$ cat src/rtl/demux_2out_32data_buf.sv
// demux_2out_32data_buf: buffered 1-to-2 valid/ready demux with a small FIFO per output channel.
// Define DEMUX_ROUTE_CNT_EN to add per-channel 16-bit accepted-word counters (route_cnt_0/1).
module demux_2out_32data_buf #(
   parameter int WIDTH = 32,
   parameter int DEPTH = 2,
   parameter int PTR_W = 1
) (
   input  logic             clk,
   input  logic             rst,
   input  logic             in_valid,
   output logic             in_ready,
   input  logic             in_select,
   input  logic [WIDTH-1:0] in_data,
   output logic             out_0_valid,
   input  logic             out_0_ready,
   output logic [WIDTH-1:0] out_0_data,
   output logic             out_1_valid,
   input  logic             out_1_ready,
   output logic [WIDTH-1:0] out_1_data,
   output logic [PTR_W:0]   out_0_count,
   output logic [PTR_W:0]   out_1_count
`ifdef DEMUX_ROUTE_CNT_EN
   ,
   output logic [15:0]      route_cnt_0,
   output logic [15:0]      route_cnt_1
`endif
);
   localparam logic [PTR_W:0] full_cnt = (PTR_W+1)'(DEPTH);
   logic [1:0]            push, pop, out_ready;
   logic [1:0][PTR_W:0]   cnt;
   logic [1:0][WIDTH-1:0] head;
   assign out_ready = {out_1_ready, out_0_ready};
   // Registered count only: a same-cycle pop never reopens a full channel.
   assign in_ready  = !rst && ((in_select ? cnt[1] : cnt[0]) < full_cnt);
   assign push      = {2{in_valid & in_ready}} & {in_select, !in_select};
   for (genvar c = 0; c < 2; c++) begin : g_ch
      logic [WIDTH-1:0] mem [DEPTH];
      logic [PTR_W-1:0] wr_ptr, rd_ptr;
      logic [PTR_W:0]   count;
      assign cnt[c]  = count;
      assign pop[c]  = (count != '0) && out_ready[c];
      assign head[c] = (count != '0) ? mem[rd_ptr] : '0;
      always_ff @(posedge clk or posedge rst)
         if (rst) begin
            wr_ptr <= '0;
            rd_ptr <= '0;
            count  <= '0;
         end else begin
            if (push[c]) wr_ptr <= wr_ptr + 1'b1;
            if (pop[c]) rd_ptr <= rd_ptr + 1'b1;
            count <= count + {{PTR_W{1'b0}}, push[c]} - {{PTR_W{1'b0}}, pop[c]};
         end
      always_ff @(posedge clk)
         if (push[c]) mem[wr_ptr] <= in_data;
   end
   assign out_0_valid = cnt[0] != '0;
   assign out_1_valid = cnt[1] != '0;
   assign out_0_data  = head[0];
   assign out_1_data  = head[1];
   assign out_0_count = cnt[0];
   assign out_1_count = cnt[1];
`ifdef DEMUX_ROUTE_CNT_EN
   always_ff @(posedge clk or posedge rst)
      if (rst) begin
         route_cnt_0 <= '0;
         route_cnt_1 <= '0;
      end else begin
         if (push[0]) route_cnt_0 <= route_cnt_0 + 1'b1;
         if (push[1]) route_cnt_1 <= route_cnt_1 + 1'b1;
      end
`endif
endmodule

$ cat config.mk
export PLATFORM = sky130hd
export DESIGN_NAME = demux_2out_32data_buf
export DESIGN_NICKNAME = d
export VERILOG_FILES = /design/src/rtl/demux_2out_32data_buf.sv
export SDC_FILE = /design/constraint.sdc
export NUM_CORES = 1
export LEC_CHECK = 0
export ABC_CLOCK_PERIOD_IN_PS = 3400
export BUFFER_PORTS_ARGS = -buffer_cell sky130_fd_sc_hd__buf_2
export CORE_MARGIN = 2
export CORE_UTILIZATION = 54
export CTS_CLUSTER_DIAMETER = 200
export DETAILED_ROUTE_END_ITERATION = 10
export GPL_TIMING_DRIVEN = 0
export PLACE_DENSITY = 0.86
export SLEW_MARGIN = 20
export SYNTH_ARGS = -nofsm -noshare
export SYNTH_HDL_FRONTEND = slang
export SYNTH_SLANG_ARGS = --single-unit
$ cat constraint.sdc
create_clock -name clk -period 3.4 [get_ports clk]
set_clock_uncertainty 0.1 [all_clocks]
set_input_delay 0.51 -clock clk [delete_from_list [all_inputs] [get_ports clk]]
set_output_delay 0.51 -clock clk [all_outputs]
set_load 0.02 [all_outputs]
[Yosys cells after proc, flatten, opt, wreduce, memory -nomap -nowiden]
Memory sizes are Yosys's and may differ from the RTL's.
Index checks and enable logic that the tools add are counted.
Storage, ports and cells
  memories kept: 2
  register bits: 8
  output and inout port bits: 71
  memory bits (writable): 128
  logic and storage cells: 33
Cells by class
  $lt $le $gt $ge: 1
  add/sub/neg operators: 8
  reduce and logical (&&, ||, !) cells: 7
  muxes and demuxes: 7
  bitwise operators: 2
Memory list
  g_ch[0].mem: depth 2, bits a word 32, rd ports 1, clocked after Yosys merged registers in 0, wr ports 1, RTL line 37  | logic [WIDTH-1:0] mem [DEPTH];
  g_ch[1].mem: depth 2, bits a word 32, rd ports 1, clocked after Yosys merged registers in 0, wr ports 1, RTL line 37
Operator list (number)
  $mux W32: 2
  $add A1 B1 Y1 const B: 4
  $add A2 B1 Y2: 2
  $mux W1: 4
  $reduce_bool A2 Y1: 2
  $sub A2 B1 Y2: 2
  $logic_and A1 B1 Y1: 3
  $and A2 B2 Y2: 1
  $logic_not A1 Y1: 2
  $lt A2 B2 Y1 const B: 1
  $mux W2: 1
  $and A1 B1 Y1: 1

[Logic depth before layout (Yosys ltp)]
Gate-level depths: netlist (run 1).
  depth after elaboration: 7
  depth in mapped cells: 7

[Worst setup path after synthesis (run 1)]
Ideal clock, no wire load.
  path kind: register to register
  start point: register g_ch[0].count[1] (netlist: out_0_count[1])
  end point: memory g_ch[0].mem[0][0], enable pin
  arrival: 2523 ps
  period minus slack after synthesis: 3044 ps
  library setup time: 421 ps
  cell stages (with the launch flop): 4
  slack: 356 ps
  path buffers: 1
  cell sequence: dfrtp_1 -> or4b_1 -> buf_2 -> nor2_1
On the way
  cells in the longest elaborated chain, start to end: 7
Ends and longest elaborated chain
  start: declaration: RTL line 39  | logic [PTR_W:0] count;
  start signal: assignment: RTL line 51  | count <= count + {{PTR_W{1'b0}}, push[c]} - {{PTR_W{1'b0}}, pop[c]};
  $mux W2: RTL line 34  | assign in_ready = !rst && ((in_select ? cnt[1] : cnt[0]) < full_cnt);
  $lt A2 B2 Y1: RTL line 34
  $logic_and A1 B1 Y1: RTL line 34
  $and A1 B1 Y1: RTL line 35  | assign push = {2{in_valid & in_ready}} & {in_select, !in_select};
  $and A2 B2 Y2: RTL line 35
  $mux W1: RTL line 54  | if (push[c]) mem[wr_ptr] <= in_data;
  $mux W1 (implied by the code): RTL line 54
  end: declaration: RTL line 37
Every way passes these cells.

[Worst setup path after layout (run 1)]
  start point: register g_ch[0].count[1] (netlist: out_0_count[1])
  end point: output out_0_data[12]
On the way
  cells in the longest elaborated chain, start to end: 2
Ends and longest elaborated chain
  $reduce_bool A2 Y1: RTL line 42  | assign head[c] = (count != '0) ? mem[rd_ptr] : '0;
  $mux W32: RTL line 42
  end: declaration: RTL line 16  | output logic [WIDTH-1:0] out_0_data,
Every way passes these cells.

==> results_dict.tcl, run 1 <==
set metrics [dict create \
    cts_resized 0 \
    die_w_um 102 \
    grt_overflow 0 \
    initial_core_util_pct 56.0 \
    cts-root-buf "clkbuf_8" \
    holdPathStages 1 \
    io_buffers 108 \
    cts_buffers 17 \
    drt-total-wl_um 10000 \
    status "finished clean" \
    wire_per_inst_um 17.1 \
    maxCapViolations 0 \
    drc 0 \
    period_minus_slack_ns 2.78 \
    slew_viol_final 0 \
    antenna_found_initial 0 \
    p_leak_uw 0.00271 \
    netlist_area_um2 5220 \
    ys_seq_area_share_pct 77.5 \
    clkSlewWorstSetupHoldPaths_ns 0.06 \
    ir_drop_mv 0.513 \
    dieArea_um2 10500 \
    grtUsageTotal_pct 19.6 \
    ys_types 15 \
    synthToLayoutAreaGrowth_pct 26.8 \
    grt_max_degree 22 \
    yosys_warnings 0 \
    synth_xor_area_share_pct 1.49 \
    synth_fp_nets 354 \
    drtIter0Drc 117 \
    final_layout_size_suffix_gt1_share_pct 33.9 \
    dr.pass1.iters 4 \
    grt_pass1_wl_um 14600 \
    clock_path_buffers 2 \
    io-pin-count 109 \
    synth_compound_area_share_pct 0.335 \
    yosys.area_share.simple_pct 5.56 \
    cp.required_ns 2.79 \
    cts_tree "done" \
    endpoint_kind "primary output" \
    gp_congestion 0.731 \
    slew-limit-headroom_pct 51.3 \
    grt_pass1_vias 2934 \
    fmax_ghz 0.360 \
    h-tree-depth 4 \
    synth_top_family_by_area "multiplexers" \
    dp_hpwl_um 6590 \
    clock_latency_ns 0.49 \
    synth_fa_ha_area_share_pct 0.959 \
    cp_max_fo 10 \
    cp.arrival_ns 2.17 \
    rsz0062_at_grt "no" \
    num_rows 35 \
    cts.sinks 136 \
    num-nets-final 486 \
    ant_nets 0 \
    ys_ff_latch 136 \
    whs_ns 0.127 \
    reg2reg_depth 4 \
    tns_ns 0 \
    start_kind "flip-flop" \
    hold_path.class "in -> reg" \
    synthMuxAreaShare_pct 12.3 \
    period_share_pct 81.8 \
    antennaDiodeCount 0 \
    syn_inst 312 \
    die_height_um 102 \
    worst_pin_slew_ns 0.728 \
    routed_via_density 5.07 \
    power_density_nw_per_um2 886 \
    p_total_uw 5860 \
    hold_viol_final 0 \
    via_count 2972 \
    avgSynthCellArea_um2 16.7 \
    crit_type "reg -> out" \
    setup_violations 0 \
    core_area_um2 9330 \
]
-- where the power goes --
group / internal [uW] / leakage [uW] / total [uW] / switching [uW]
combinational: 721 / 0.00117 / 2080 / 1350
clock: 1110 / 0.000284 / 1740 / 636
sequential: 1980 / 0.00125 / 2050 / 70.0
total: 3800 / 0.00271 / 5860 / 2060
-- repair_timing --
action,4_1_cts,5_1_grt
buffers inserted,0,0
endpoints found under the setup margin,0,0
hold buffers,1,0
endpoints found under the hold margin,8,0
-- stage by stage --
stage	utilization [%]	area (um^2)	cells	worst slack, ns
detailed placement	64.7	6040	553	0.816
finish	71.0	6620	586	0.619
global placement	63.5	5920	549	-0.695
CTS	71.0	6620	586	0.578
global route	71.0	6620	586	0.484
floorplan	-	5220	312	0.356
-- critical path, stage by stage (launching register included) --
cell,delay (ns)
dfrtp_1,0.42
nor2_1,0.43
clkbuf_1,0.50
nor2_1,0.13
buf_2,0.19
-- synthesized netlist by cell type, drive strengths merged --
library cell | instances | area (um^2)
a211oi | 1 | 7.51
buf | 9 | 45.0
clkbuf | 6 | 22.5
dfrtp | 8 | 200
edfxtp | 128 | 3840
ha | 4 | 50.1
inv | 9 | 33.8
mux2i | 64 | 641
nand4bb | 1 | 11.3
nor2 | 70 | 263
nor2b | 1 | 6.26
o21ai | 2 | 10.0
or4b | 1 | 10.0
xnor2 | 8 | 77.6
-- path summary, 6_finish.rpt --
kind / slack [ns] / to / startpoint
max reg2reg: 1.04 / g_ch[0].mem[1][18] / out_0_count[1]
min in group asynchronous: 0.44 / g_ch[0].wr_ptr / rst
min: 0.13 / g_ch[0].mem[1][20] / in_data[20]
min reg2reg: 0.45 / out_0_count[1] / out_0_count[1]
max: 0.62 / out_0_data[12] / out_0_count[1]
max in group asynchronous: 2.53 / g_ch[0].rd_ptr / rst
-- cell families (layout without fill, tap and decap cells) --
family	after synthesis	after routing
xor+xnor	8	8
flops	136	136
buf+inv	24	169
compound gates	3	3
fa+ha+maj	4	4
mux	64	64
simple gates	73	73
-- per-layer routing --
metal | global-route usage, % | wire length, um | vias to the layer above | share of wire [%]
li1 | - | - | 1400 | -
met1 | 24.0 | 4300 | 1440 | 43
met3 | 4.79 | 565 | 12 | 5.6
met5 | 0 | 0 | - | 0
met2 | 33.0 | 5030 | 120 | 50
met4 | 9.03 | 129 | 0 | 1.3
-- state kept, by name (all words and copies together) (netlist names) --
signal       flops
g_ch.mem       128
g_ch.rd_ptr      2
g_ch.wr_ptr      2
out_0_count      2
out_1_count      2
-- area by class of cell --
cell class | instances | area [um^2]
clock buffers | 18 | 418
flip-flops and latches | 136 | 4040
inverters | 9 | 33.8
plain buffers | 15 | 67.6
fillers | 624 | 2710
multi-input cells | 152 | 1110
repair buffers | 113 | 636
well taps | 129 | 161
clock inverters | 14 | 156
-- cells in the final DEF (no fill, tap or decap) --
cell type / synthesis / layout
edfxtp_1: 128 / 128
clkbuf_8: 0 / 1
xnor2_1: 7 / 7
inv_1: 9 / 9
dlygate4sd3_1: 0 / 1
clkinv_4: 0 / 2
bufinv_16: 0 / 3
clkinv_1: 0 / 2
nor2b_1: 1 / 1
clkinv_2: 0 / 5
mux2i_1: 64 / 64
buf_16: 0 / 2
inv_6: 0 / 1
xnor2_2: 1 / 1
nor2_4: 0 / 4
nor2_1: 70 / 66
ha_1: 4 / 4
clkbuf_16: 0 / 16
o21ai_0: 2 / 2
clkbuf_1: 6 / 7
a211oi_1: 1 / 1
buf_2: 9 / 117
nand4bb_1: 1 / 1
dfrtp_1: 8 / 8
clkinvlp_4: 0 / 1
buf_8: 0 / 2
or4b_1: 1 / 1
Note: power is estimated with default switching activity, not from simulation.
==> run 2, diff against run 1 <==
- ABC_AREA: unset -> 1
- ABC_CLOCK_PERIOD_IN_PS: 3400 -> 2500
- CORE_UTILIZATION: 54 -> 49
- PLACE_DENSITY: 0.86 -> 0.83
- clock period: 3.4 -> 2.5 ns (I/O delays scaled with it)
==> run 2 against run 1 <==
  * Flip-flop and latch count did not move
  * Wire length grew 15%
  * Sequential share of layout area is 3.6 points lower
==> results_dict.tcl, run 2 <==
set metrics [dict create \
    synth_common_cells "134 x nand2_1, 128 x edfxtp_1, 64 x a21oi_1" \
    status "finished clean" \
    fmax_ghz 0.421 \
    start_kind "flip-flop" \
    crit_top_cell "buf_2" \
    yosys_warnings 0 \
    ys_seq_area_share_pct 77.5 \
    nFillCells 707 \
    netlist_area_um2 5220 \
    cts_buffers 17 \
    synth_edf_count 128 \
    ir_drop_mv 0.732 \
    largest_register_ff_count 128 \
    synth_fa_ha_area_share_pct 0.959 \
    cp_max_fo 10 \
    die_height_um 107 \
    initial_core_util_pct 50.6 \
    grt_overflow 0 \
    synth_top_family_by_area "simple AND/OR/NAND/NOR gates" \
    top_register "g_ch.mem" \
    synthTopCellsByArea "edfxtp_1 74%, nand2_1 9.6%, a21oi_1 6.1%, dfrtp_1 3.8%, buf_2 1.3%" \
    ys_ff_latch 136 \
    h-tree-depth 4 \
    whs_ns 0.141 \
    ys_async_sr_fraction_pct 5.88 \
    final_layout_size_suffix_gt1_share_pct 30.3 \
    path_cells "nor2_2 -> buf_2 -> a21oi_1 -> buf_2" \
    grtUsageTotal_pct 20.9 \
    ant_nets 0 \
    slew_viol_final 0 \
    final_cell_area_um2 7040 \
    hold_path.class "in -> reg" \
    routed_via_density 5.05 \
    antennaDiodeCount 0 \
    crit_buf_inv 2 \
    synthToLayoutAreaGrowth_pct 34.9 \
    cts_tree "done" \
    crit_family "buffers and inverters" \
    drt-total-wl_um 11500 \
    cts-root-buf "clkbuf_8" \
    p_leak_uw 0.00284 \
    clock_latency_ns 0.51 \
    yosys.area.top_type "edfxtp_1" \
    synth_xor_area_share_pct 1.01 \
    power_density_nw_per_um2 1230 \
    antenna_found_initial 0 \
    grt_pass1_wl_um 17400 \
    io-pin-count 109 \
    period_minus_slack_ns 2.38 \
    cts.sinks 136 \
    grt_pass1_vias 3489 \
    drtIter0Drc 167 \
    worst_pin_slew_ns 0.668 \
    grt_max_degree 33 \
    synth_fp_nets 433 \
    dr.pass1.iters 5 \
    cp_slowest_cell "dfrtp_1" \
    maxCapViolations 0 \
    avgSynthCellArea_um2 13.3 \
    clkSlewWorstSetupHoldPaths_ns 0.06 \
    drc 0 \
    critical_path.max_stage_delay_ns 0.44 \
    cp.required_ns 2.03 \
    hold_viol_final 0 \
    syn_inst 391 \
    synth_top_area_share_pct 73.7 \
    wire_per_inst_um 16.4 \
    synthMuxAreaShare_pct 0 \
    setup_violations 0 \
    ys_types 16 \
    yosys.area_share.simple_pct 11.1 \
    endpoint_kind "primary output" \
    dp_hpwl_um 6940 \
    die_w_um 107 \
    gp_congestion 0.762 \
    num-nets-final 597 \
    dieArea_um2 11500 \
    io_buffers 108 \
    core_area_um2 10300 \
    crit_type "reg -> out" \
    clock_path_buffers 2 \
    post_dp_cell_area_um2 6000 \
    cp.arrival_ns 1.90 \
    synth.most_common_cell "nand2_1" \
    rsz0062_at_grt "no" \
    synth_flop_cell "edfxtp_1" \
    synth_compound_area_share_pct 6.14 \
    final_common_cell "nand2_1" \
    via_count 3549 \
    slew-limit-headroom_pct 55.4 \
    period_share_pct 95.0 \
    layout_common_cells "134 x nand2_1, 128 x edfxtp_1, 122 x buf_2" \
    num_rows 37 \
]
[run 2: cell count changes after synthesis, moves of 3 or more]
cell      before  now
buf_2          9   14
clkbuf_1       6    0
mux2i_1       64    0
a21oi_1        0   64
nor2_2         0    3
inv_1          9   13
nor2_1        70    4
nand2_1        0  134
buf_4          0    6
xnor2_1        7    3
xor2_1         0    3
[run 2: stage by stage]
step | setup TNS [ns] | util (%) | total power (uW) | worst slack (ns) | instances
after floorplan | 0 | - | 4770 | 0.0906 | 391
after global placement | -49.45 | 57.5 | 5820 | -0.569 | 635
after detailed placement | 0 | 58.1 | 5890 | 0.134 | 637
after CTS | 0 | 67.8 | 8710 | 0.111 | 701
after global routing | 0 | 68.2 | 9070 | 0.0225 | 703
final | 0 | 68.2 | 8680 | 0.125 | 703
[run 2: metal layers]
| metal | global-route usage [%] | part of all wire [%] |
|---|---|---|
| met3 | 5.78 | 7.2 |
| met1 | 25.5 | 41 |
| met5 | 0 | 0 |
| met4 | 7.79 | 0.52 |
| met2 | 35.6 | 51 |
[run 2: where the power goes]
part / internal (uW) / switching [uW] / total, uW
sequential: 2680 / 71.7 / 2750
clock: 1910 / 862 / 2770
combinational: 966 / 2190 / 3160
total: 5560 / 3120 / 8680
[run 2: layout make-up]
type / instances / area (um^2) / area share, %
Buffer: 20 / 115 / 1.63
Clock buffer: 18 / 418 / 5.93
Clock inverter: 13 / 251 / 3.57
Inverter: 15 / 58.8 / 0.835
Multi-Input combinational cell: 220 / 1020 / 14.5
Sequential cell: 136 / 4040 / 57.4
Tap cell: 136 / 170 / 2.42
Timing Repair Buffer: 145 / 966 / 13.7
[run 2: timing repair]
item,4_1_cts,5_1_grt
hold endpoints to repair,136,0
setup endpoints to repair,0,99
buffers inserted,0,2
hold buffers,33,0
gates resized for setup,0,2
[run 2: worst paths after layout]
check	start	to	slack [ns]	cells past startpoint
setup / recovery	out_1_count[1]	out_1_data[6]	0.12	4
min in group asynchronous	rst	out_1_count[1]	0.27	3
hold reg to reg	g_ch[0].wr_ptr	g_ch[0].wr_ptr	0.38	2
hold / removal	in_valid	g_ch[1].wr_ptr	0.14	3
max in group asynchronous	rst	g_ch[0].rd_ptr	1.77	3
setup reg to reg	out_1_count[1]	out_0_count[1]	0.56	9
[run 2: tightest hold or removal path: stages]
cell and delay (ns):
buf_2 0.13, nand4_1 0.13, nand2_1 0.07
[run 2: cells by family (layout without fill, tap and decap cells)]
| family | after synthesis | after routing |
|---|---|---|
| xor+xnor | 6 | 6 |
| simple gates | 146 | 146 |
| fa+ha+maj | 4 | 4 |
| flops | 136 | 136 |
| compound gates | 64 | 64 |
| buf+inv | 35 | 211 |
==> run 3, diff against run 2 <==
- ABC_CLOCK_PERIOD_IN_PS: 2500 -> 3040
- CORE_UTILIZATION: 49 -> 58
- PLACE_DENSITY: 0.83 -> 0.91
- clock period: 2.5 -> 3.04 ns (I/O delays scaled with it)
==> run 3 against run 2 <==
  * Wire length is 1.2% lower
  * Sequential share of layout area is 4.4 points higher
  * Core utilization is 6.8 points higher
  * Combinational power is 20% lower
  * Final cell count is 8.7% lower
  * Critical path depth is 4 higher
  * Sequential power is 18% lower
  * Count of clock-buffer cells in the layout is 1 lower
  * Non-clock buffer count is 34 lower
==> results_dict.tcl, run 3 (synthesis results as in run 2) <==
set metrics [dict create \
    routed_via_density 5.40 \
    nFillCells 519 \
    crit_type "in -> reg" \
    clock_latency_ns 0.52 \
    antennaDiodeCount 0 \
    drt-met1-wl_um 4310 \
    io_buffers 108 \
    setup_violations 0 \
    h-tree-depth 4 \
    fmax_ghz 0.404 \
    grtUsageTotal_pct 24.7 \
    via_count 3465 \
    antenna_found_initial 0 \
    grt_max_degree 33 \
    met2_length_um 5770 \
    grt_overflow 0 \
    dr.pass1.iters 6 \
    reg2reg_depth 6 \
    cts-root-buf "clkbuf_8" \
    layout.cells.non_filler 642 \
    drtIter0Drc 298 \
    start_kind "input pin" \
    final_common_cell "nand2_1" \
    top_register "g_ch.mem" \
    dr_wl_met3_um 1080 \
    layout_common_cells "134 x nand2_1, 128 x edfxtp_1, 122 x buf_2" \
    path_cells "dlygate4sd3_1 -> buf_2 -> inv_1 -> nand2_1 -> nor2_4 -> nand3_2 -> nor2_4 -> buf_8" \
    cts_setup_buffers 0 \
    clkSlewWorstSetupHoldPaths_ns 0.07 \
    slew_viol_final 0 \
    largest_register_ff_count 128 \
    crit_top_cell "nor2_4" \
    maxCapViolations 0 \
    place_inst 609 \
    whs_ns 0.0458 \
    cts_resized 0 \
    ir_drop_mv 0.637 \
    endpoint_kind "flip-flop" \
    hold_path.class "in -> reg" \
    cts.sinks 136 \
    die_height_um 98.9 \
    cts_tree "done" \
    dieArea_um2 9770 \
    power_density_nw_per_um2 1040 \
    p_total_uw 6790 \
    highest_layer "met4" \
    core_area_um2 8720 \
    period_share_pct 81.4 \
    p_leak_uw 0.00264 \
    initial_core_util_pct 59.8 \
    wire_per_inst_um 17.7 \
    slew-limit-headroom_pct 47.8 \
    cp_max_fo 20 \
    cp.arrival_ns 2.60 \
    drc 0 \
    die_w_um 98.9 \
    grt_pass1_vias 3667 \
    post_dp_cell_area_um2 5950 \
    dp_hpwl_um 7010 \
    cts_buffers 17 \
    gp_congestion 0.759 \
    synthToLayoutAreaGrowth_pct 25.3 \
    final_cell_area_um2 6540 \
    period_minus_slack_ns 2.48 \
    critical_path.max_stage_delay_ns 0.55 \
    worst_pin_slew_ns 0.782 \
    ant_nets 0 \
    status "finished clean" \
    grt_pass1_wl_um 17800 \
    hold_viol_final 0 \
    cp.required_ns 3.16 \
    rsz0062_at_grt "no" \
    clock_path_buffers 2 \
    num_rows 34 \
    holdPathStages 1 \
    drt-total-wl_um 11400 \
    num-nets-final 563 \
    cp_slowest_cell "nor2_4" \
    io-pin-count 109 \
    final_layout_size_suffix_gt1_share_pct 32.4 \
]
## run 3: cell types whose count changed in the layout (fill, tap and decap cells not counted), sizes merged
cell         previous run  this run
clkbuf                 18        17
inv                    13        21
clkinv                  7         4
bufinv                  7         2
dlygate4sd3            33         1
clkinvlp                1         3
buf                   132       130
## run 3: worst max-delay path, delay by kind of cell
family / cells / cell delay, ns
AND/OR/NAND/NOR: 4 / 0.98
buffers and inverters: 4 / 1.15
## run 3: worst paths after layout
path,start,to,slack [ns]
worst max-delay path,rst,g_ch[1].mem[1][1],0.56
worst min-delay path,in_data[12],g_ch[1].mem[0][12],0.05
worst max register to register,out_1_count[1],g_ch[1].mem[1][1],0.95
worst min register to register,g_ch[0].wr_ptr,g_ch[0].wr_ptr,0.39
max in group asynchronous,rst,out_1_count[1],2.26
min in group asynchronous,rst,g_ch[1].rd_ptr,0.33
## run 3: repair_timing
item                       4_1_cts  5_1_grt
hold endpoints to repair         8        0
hold buffers                     1        0
setup endpoints to repair        0        0
## run 3: through the flow
step           TNS [ns]  setup slack (ns)  util (%)
4_1_cts               0             0.531      75.0
3_5_place_dp          0             0.529      68.2
6_report              0             0.564      75.0
2_1_floorplan         0            0.0250         -
5_1_grt               0             0.375      75.0
3_3_place_gp     -60.30            -0.975      67.6
## run 3: area by class of cell
type	count	area, um^2	share of cell area, %
flip-flops and latches	136	4040	61.8
clock inverters	15	165	2.52
inverters	15	56.3	0.861
well taps	108	135	2.07
plain buffers	20	115	1.76
clock buffers	17	414	6.33
repair buffers	111	593	9.07
multi-input cells	220	1020	15.6
## run 3: report_power, final
| group | internal, uW | total [uW] | switching, uW | leakage (uW) |
|---|---|---|---|---|
| Sequential | 2200 | 2260 | 59.3 | 0.00125 |
| Combinational | 759 | 2540 | 1780 | 0.00112 |
| Clock | 1180 | 1990 | 810 | 0.000274 |
| Total | 4150 | 6790 | 2650 | 0.00264 |
## run 3: routing by layer
| metal | vias to the layer above | GRT usage [%] |
|---|---|---|
| li1 | 1618 | - |
| met1 | 1642 | 30.0 |
| met2 | 181 | 39.9 |
| met3 | 24 | 8.72 |
| met4 | 0 | 11.6 |
| met5 | - | 0 |
